--- src/rtl/grid_env_if.sv ---
// grid_env_if: control-unit/agent side signals of the grid environment
interface grid_env_if;
  logic [3:0] controller;
  logic [3:0] step;
  logic [1:0] action;
  logic act_valid;
  logic act_ready;
  logic [3:0] st;
  logic [3:0] st1;
  logic [7:0] reward;
  logic done;
  logic rwd_valid;
  logic [11:0] ep_return;
  logic [11:0] goal_cnt;
  logic [7:0] miss_cnt;
  modport master (
    output controller, step, action, act_valid,
    input act_ready, st, st1, reward, done, rwd_valid, ep_return, goal_cnt, miss_cnt
  );
  modport slave (
    input controller, step, action, act_valid,
    output act_ready, st, st1, reward, done, rwd_valid, ep_return, goal_cnt, miss_cnt
  );
endinterface

--- src/rtl/grid_env.sv ---
// grid_env: 2x5 grid-world environment stepped by the control unit's phase counter
module grid_env (
  input logic clk,
  input logic rst,
  grid_env_if.slave bus
);
  logic [3:0] st, st1, c;
  logic [7:0] reward, miss_cnt, mv_rwd;
  logic [11:0] ep_return, goal_cnt, ret_nxt;
  logic [12:0] sum;
  logic done, rwd_valid, armed, lat, arrive, act_ready, row, wall;
  logic [1:0] act;
  logic [2:0] col;
  logic [3:0] dest;
  assign c = bus.controller;
  // armed blocks all phase activity after reset until a fresh controller==1
  assign act_ready = armed && !lat && c >= 4'd2 && c <= 4'd4;
  always_comb begin
    row = st >= 4'd5;
    col = row ? 3'(st - 4'd5) : st[2:0];
    wall = (act == 2'd0 && !row) || (act == 2'd1 && row) ||
           (act == 2'd2 && col == 3'd0) || (act == 2'd3 && col == 3'd4);
    dest = wall ? st : act == 2'd0 ? st - 4'd5 : act == 2'd1 ? st + 4'd5 :
           act == 2'd2 ? st - 4'd1 : st + 4'd1;
    mv_rwd = wall ? 8'hFE : dest == 4'd7 ? 8'hF6 : dest == 4'd9 ? 8'h0A : 8'hFF;
    sum = {ep_return[11], ep_return} + {{5{reward[7]}}, reward};
    ret_nxt = sum[12] != sum[11] ? (sum[12] ? 12'h800 : 12'h7FF) : sum[11:0];
  end
  always_ff @(posedge clk) begin
    if (rst) begin
      st <= '0;
      st1 <= '0;
      reward <= '0;
      done <= 1'b0;
      rwd_valid <= 1'b0;
      ep_return <= '0;
      goal_cnt <= '0;
      miss_cnt <= '0;
      armed <= 1'b0;
      lat <= 1'b0;
      act <= '0;
      arrive <= 1'b0;
    end else begin
      rwd_valid <= 1'b0;
      if (c == 4'd1) begin
        armed <= 1'b1;
        lat <= 1'b0;
        if (bus.step == 4'd0) begin
          st <= '0;
          ep_return <= '0;
        end
      end
      if (act_ready && bus.act_valid) begin
        lat <= 1'b1;
        act <= bus.action;
      end
      if (armed && c == 4'd5) begin
        rwd_valid <= 1'b1;
        st1 <= st == 4'd9 ? 4'd9 : !lat ? st : dest == 4'd7 ? 4'd0 : dest;
        reward <= (st == 4'd9 || !lat) ? 8'h00 : mv_rwd;
        done <= st == 4'd9 || (lat && dest == 4'd9);
        arrive <= st != 4'd9 && lat && dest == 4'd9;
        miss_cnt <= miss_cnt + {7'd0, st != 4'd9 && !lat && miss_cnt != 8'hFF};
      end
      if (armed && c == 4'd10) begin
        st <= st1;
        ep_return <= ret_nxt;
        goal_cnt <= goal_cnt + {11'd0, arrive};
      end
    end
  end
  assign bus.act_ready = act_ready;
  assign bus.st = st;
  assign bus.st1 = st1;
  assign bus.reward = reward;
  assign bus.done = done;
  assign bus.rwd_valid = rwd_valid;
  assign bus.ep_return = ep_return;
  assign bus.goal_cnt = goal_cnt;
  assign bus.miss_cnt = miss_cnt;
endmodule

--- src/flat_wrapper.sv ---
// flat-port wrapper written by rule: the top's interface ports become plain ports
module grid_env_flat 
  (clk, rst, bus_controller, bus_step, bus_action, bus_act_valid, bus_act_ready, bus_st, bus_st1, bus_reward, bus_done, bus_rwd_valid, bus_ep_return, bus_goal_cnt, bus_miss_cnt);
  grid_env_if bus_i ();
  input logic clk;
  input logic rst;
  input wire logic [$bits(bus_i.controller)-1:0] bus_controller;
  input wire logic [$bits(bus_i.step)-1:0] bus_step;
  input wire logic [$bits(bus_i.action)-1:0] bus_action;
  input wire logic [$bits(bus_i.act_valid)-1:0] bus_act_valid;
  output wire logic [$bits(bus_i.act_ready)-1:0] bus_act_ready;
  output wire logic [$bits(bus_i.st)-1:0] bus_st;
  output wire logic [$bits(bus_i.st1)-1:0] bus_st1;
  output wire logic [$bits(bus_i.reward)-1:0] bus_reward;
  output wire logic [$bits(bus_i.done)-1:0] bus_done;
  output wire logic [$bits(bus_i.rwd_valid)-1:0] bus_rwd_valid;
  output wire logic [$bits(bus_i.ep_return)-1:0] bus_ep_return;
  output wire logic [$bits(bus_i.goal_cnt)-1:0] bus_goal_cnt;
  output wire logic [$bits(bus_i.miss_cnt)-1:0] bus_miss_cnt;
  assign bus_i.controller = bus_controller;
  assign bus_i.step = bus_step;
  assign bus_i.action = bus_action;
  assign bus_i.act_valid = bus_act_valid;
  assign bus_act_ready = bus_i.act_ready;
  assign bus_st = bus_i.st;
  assign bus_st1 = bus_i.st1;
  assign bus_reward = bus_i.reward;
  assign bus_done = bus_i.done;
  assign bus_rwd_valid = bus_i.rwd_valid;
  assign bus_ep_return = bus_i.ep_return;
  assign bus_goal_cnt = bus_i.goal_cnt;
  assign bus_miss_cnt = bus_i.miss_cnt;
  grid_env u_core (.clk(clk), .rst(rst), .bus(bus_i));
endmodule
--- config.mk ---
export PLATFORM = sky130hd
export DESIGN_NAME = grid_env_flat
export DESIGN_NICKNAME = d
export VERILOG_FILES = /design/src/rtl/grid_env_if.sv /design/src/rtl/grid_env.sv /design/src/flat_wrapper.sv
export SDC_FILE = /design/constraint.sdc
export NUM_CORES = 1
export LEC_CHECK = 0
export CAP_MARGIN = 20
export CELL_PAD_IN_SITES_DETAIL_PLACEMENT = 0
export CELL_PAD_IN_SITES_GLOBAL_PLACEMENT = 1
export CORE_MARGIN = 10
export CORE_UTILIZATION = 41
export CTS_CLUSTER_SIZE = 40
export DETAILED_ROUTE_END_ITERATION = 8
export HOLD_SLACK_MARGIN = 0.15
export PLACE_DENSITY = 0.91
export SLEW_MARGIN = 20
export SYNTH_ARGS = -nofsm -noshare
export SYNTH_HDL_FRONTEND = slang
export SYNTH_SLANG_ARGS = --single-unit
--- constraint.sdc ---
create_clock -name clk -period 7.4 [get_ports clk]
set_input_delay 1.11 -clock clk [delete_from_list [all_inputs] [get_ports clk]]
set_output_delay 1.11 -clock clk [all_outputs]
set_load 0.005 [all_outputs]
==> parameters.txt <==
Parameter                              Value

Floorplanning
  Die Span Y    109 um
  Rows    32
  Area enclosed by the die boundary    0.0118 mm2
  Die Width    109 um
  Effective utilization at floorplan    42.1%
  I/O pin count    64
  Area of the placeable core    0.00769 mm2

Synthesis
  Fraction of registers with async set or reset after synthesis    0%
  Number of enable flip-flop cells after synthesis    0
  Synthesized area per cell    8.17 um2
  Synth cell types    53
  Commonest register cell after synthesis    dfxtp_1
  #FFs+latches synth    51
  Post-synth design cell area    0.00323 mm2
  Share of the yosys chip area belonging to registers    31.6%
  Number of synthesis warnings    0
  Net Count, Synth    435
  Synthesized instance count    396

Route
  Via-per-instance ratio    5.49
  Routed WL    8.58 mm
  First-pass detailed-route iteration total    4
  Remaining routing DRC violations    0
  Number of DRC violations after detailed-routing iteration 0    151
  Via count    3027
  Per-cell routed wire length    15.6 um
  Final ANT Viol Nets    0

Placed design
  Post-DP HPWL    6.68 mm
  Total cell area at the placement stage    0.00389 mm2
  Placer congestion estimate    0.821
  Placed cell count    544
  Count of buffers inserted at the top-level ports    63

STA
  Setup TNS Final    0 ps
  Tmin final    3730 ps
  Number of failing setup endpoints in the final timing report    0
  Setup repair after global routing missed its margin    no
  Highest attainable clock frequency    268 MHz
  Actual transition at the worst max-transition pin    809 ps
  Final clock skew    11.5 ps
  Hold Fails Final Rpt    0
  Number of max-slew violations in the final report    0
  Portion of the clock cycle consumed by the worst path in the final layout    50.3%
  Relative max-transition margin    45.5%

Worst setup path
  Worst path most repeated cell    clkdlybuf4s50_1
  Kind of cell adding the most delay to the critical path    buffers and inverters
  Stage delay of the slowest cell on the critical path    520 ps
  Kind of critical path    in2out
  Crit-path max FO    5
  Critical Path Sink Type    output port
  Chain of cells forming the critical path    clkdlybuf4s50_1 > nand2b_1 > o21ai_0 > and3_1 > clkdlybuf4s50_1
  Critical-path top delay cell    clkdlybuf4s50_1
  Startpoint Class    input pin
  Buffers plus inverters on the worst setup path    2
  Required time at the endpoint of the critical path    6290 ps
  Arrival time of data at the critical path endpoint    2620 ps

CTS
  Clock buffer depth    2
  Number of sinks driven by the clock tree    51
  Count of hold buffers inserted by post-cts repair    0
  Total of cells resized after clock tree synthesis    0
  Depth of the CTS H-tree    2
  Number of setup buffers added after CTS    0
  TritonCTS clock tree    done
  CTS Root Cell    clkbuf_8
  Worst-path clk slew    80 ps
  Worst-Skew Late Latency    300 ps
  Number of buffers created by CTS    5

Global route
  Global-route usage over all layers    14.4%
  Wire length of the first global-routing pass    14.1 mm
  Maximum number of pins on one net before global-route repair    47
  Total overflow reported by the global router    0
  Number of antenna violations at the first check in global routing    0
  Via count of the first global-routing pass    2887

Final layout
  Area used by multi-input combinational logic    0.00206 mm2
  Fill cell count    755
  Layout cells sized above 1    3.56%
  Post-route design area    0.00400 mm2
  Number of nets in the layout    488
  Finished Layout Cells    551
  Most common library cell in the layout ignoring fill and taps    clkdlybuf4s50_1
  Area used by sequential logic in the layout    0.00102 mm2
  Layout area overhead    23.6%
  Inserted Diodes    0
  Most frequent cells in the layout    clkdlybuf4s50_1, nand2_1, dfxtp_1

Pwr
  P_int    0.382 mW
  Maximum VDD drop    0.0000994 V
  Total net switching power    0.101 mW
  Combinational group share of total power    3.5%
  Clock share of power    39.6%
  Cell area power density    121 mW/mm2
  Switch share    21.0%
  Sequential share of power    56.9%
  Leakage power total    1.47 nW

Worst hold path
  Type of the worst min-delay path    reg2reg

Flow run
  Maximum capacitance violations    0

Outcome
  Run status    completed
## worst register-to-register path, stage by stage (launching register included)
cell and delay (ps):
dfxtp_1 720, inv_1 140, ha_1 310, and2_1 190, or3b_1 390, nand2_1 80, a311oi_1 90, o32a_1 410
a2111oi_0 450, a21oi_1 130
## worst paths after layout
check                                       start                end  slack, ps  depth (start not counted)
worst min-delay path                u_core.arrive      u_core.arrive        470                          1
worst max-delay path            bus_controller[2]      bus_act_ready       3670                          5
worst max register to register   u_core.bus.st[0]  u_core.bus.st1[2]       4360                          9
worst min register to register      u_core.arrive      u_core.arrive        470                          1
## layout make-up
type | count | area share (%)
clock buffer | 5 | 1.72
timing repair buffer | 65 | 16.1
multi-input combinational | 317 | 51.6
clock inverter | 2 | 0.939
tap | 102 | 3.19
sequential | 51 | 25.5
inverter | 9 | 0.845
## logic make-up after synthesis
logic type	count (synthesis)	share of synthesized area (%)
fa+ha+maj	26	10.5
compound gates	91	19.0
buf+inv	28	4.72
simple gates	168	25.3
mux	6	1.86
xor+xnor	26	7.04
flops	51	31.6
## routing by layer
| metal | up-vias | share of wire, % | GRT usage (%) |
|---|---|---|---|
| met2 | 64 | 49 | 25.2 |
| li1 | 1531 | - | - |
| met3 | 9 | 4.7 | 3.07 |
| met5 | - | 0 | 0 |
| met1 | 1423 | 45 | 17.6 |
| met4 | 0 | 1.0 | 3.11 |
## power by group through the flow
stage               Sequential, mW  Combinational, mW  Clock, mW
CTS                          0.275             0.0171      0.193
global route                 0.275             0.0187      0.204
global placement             0.281             0.0168          0
detailed placement           0.281             0.0170          0
floorplan                    0.281            0.00800          0
finish                       0.275             0.0171      0.191
## registers in the layout, summed over array words and instances, names as in the netlist
register              flops
u_core.bus.miss_cnt       8
u_core.bus.st             4
u_core.bus.goal_cnt      12
u_core.lat                1
u_core.bus.rwd_valid      1
u_core.act                2
u_core.bus.st1            4
u_core.armed              1
u_core.bus.ep_return     12
u_core.arrive             1
u_core.bus.done           1
u_core.bus.reward         4
## Yosys cell counts, drive strengths merged, types with 2 or more instances
cell | count | area, um2
or2 | 2 | 12.5
nor4b | 2 | 17.5
o32a | 2 | 20.0
nor2 | 45 | 169
fa | 2 | 40.0
nand2b | 5 | 31.3
nand2 | 54 | 203
clkbuf | 7 | 26.3
a221oi | 2 | 17.5
o21a | 2 | 15.0
a211o | 2 | 17.5
a21oi | 25 | 125
dfxtp | 51 | 1020
mux2i | 6 | 60.1
nand4 | 8 | 50.1
a2111oi | 3 | 26.3
nor4 | 4 | 25.0
a311oi | 7 | 61.3
o2bb2ai | 2 | 17.5
nor3b | 5 | 37.5
a211oi | 3 | 27.5
and3 | 8 | 50.1
or3 | 3 | 18.8
a21o | 3 | 22.5
inv | 9 | 33.8
buf | 12 | 92.6
o21ai | 19 | 95.1
a31oi | 2 | 12.5
nand3 | 15 | 75.1
nor2b | 6 | 37.5
o21bai | 2 | 15.0
xnor2 | 11 | 96.3
and2 | 3 | 21.3
ha | 24 | 300
and4 | 2 | 17.5
xor2 | 15 | 131
a22oi | 7 | 52.6
o211ai | 7 | 52.6
nor3 | 2 | 15.0
or3b | 2 | 17.5
## stage by stage
stage / total power, mW / worst slack [ps] / utilization, % / hold slack [ps]
final: 0.483 / 3670 / 52.0 / 473
after global routing: 0.497 / 3620 / 52.0 / 510
after CTS: 0.485 / 3680 / 52.0 / 476
after detailed placement: 0.298 / 3660 / 50.6 / 457
after global placement: 0.298 / 3730 / 50.6 / 455
after floorplan: 0.289 / 4770 / - / 430
Power figures use the tool's default switching activity.
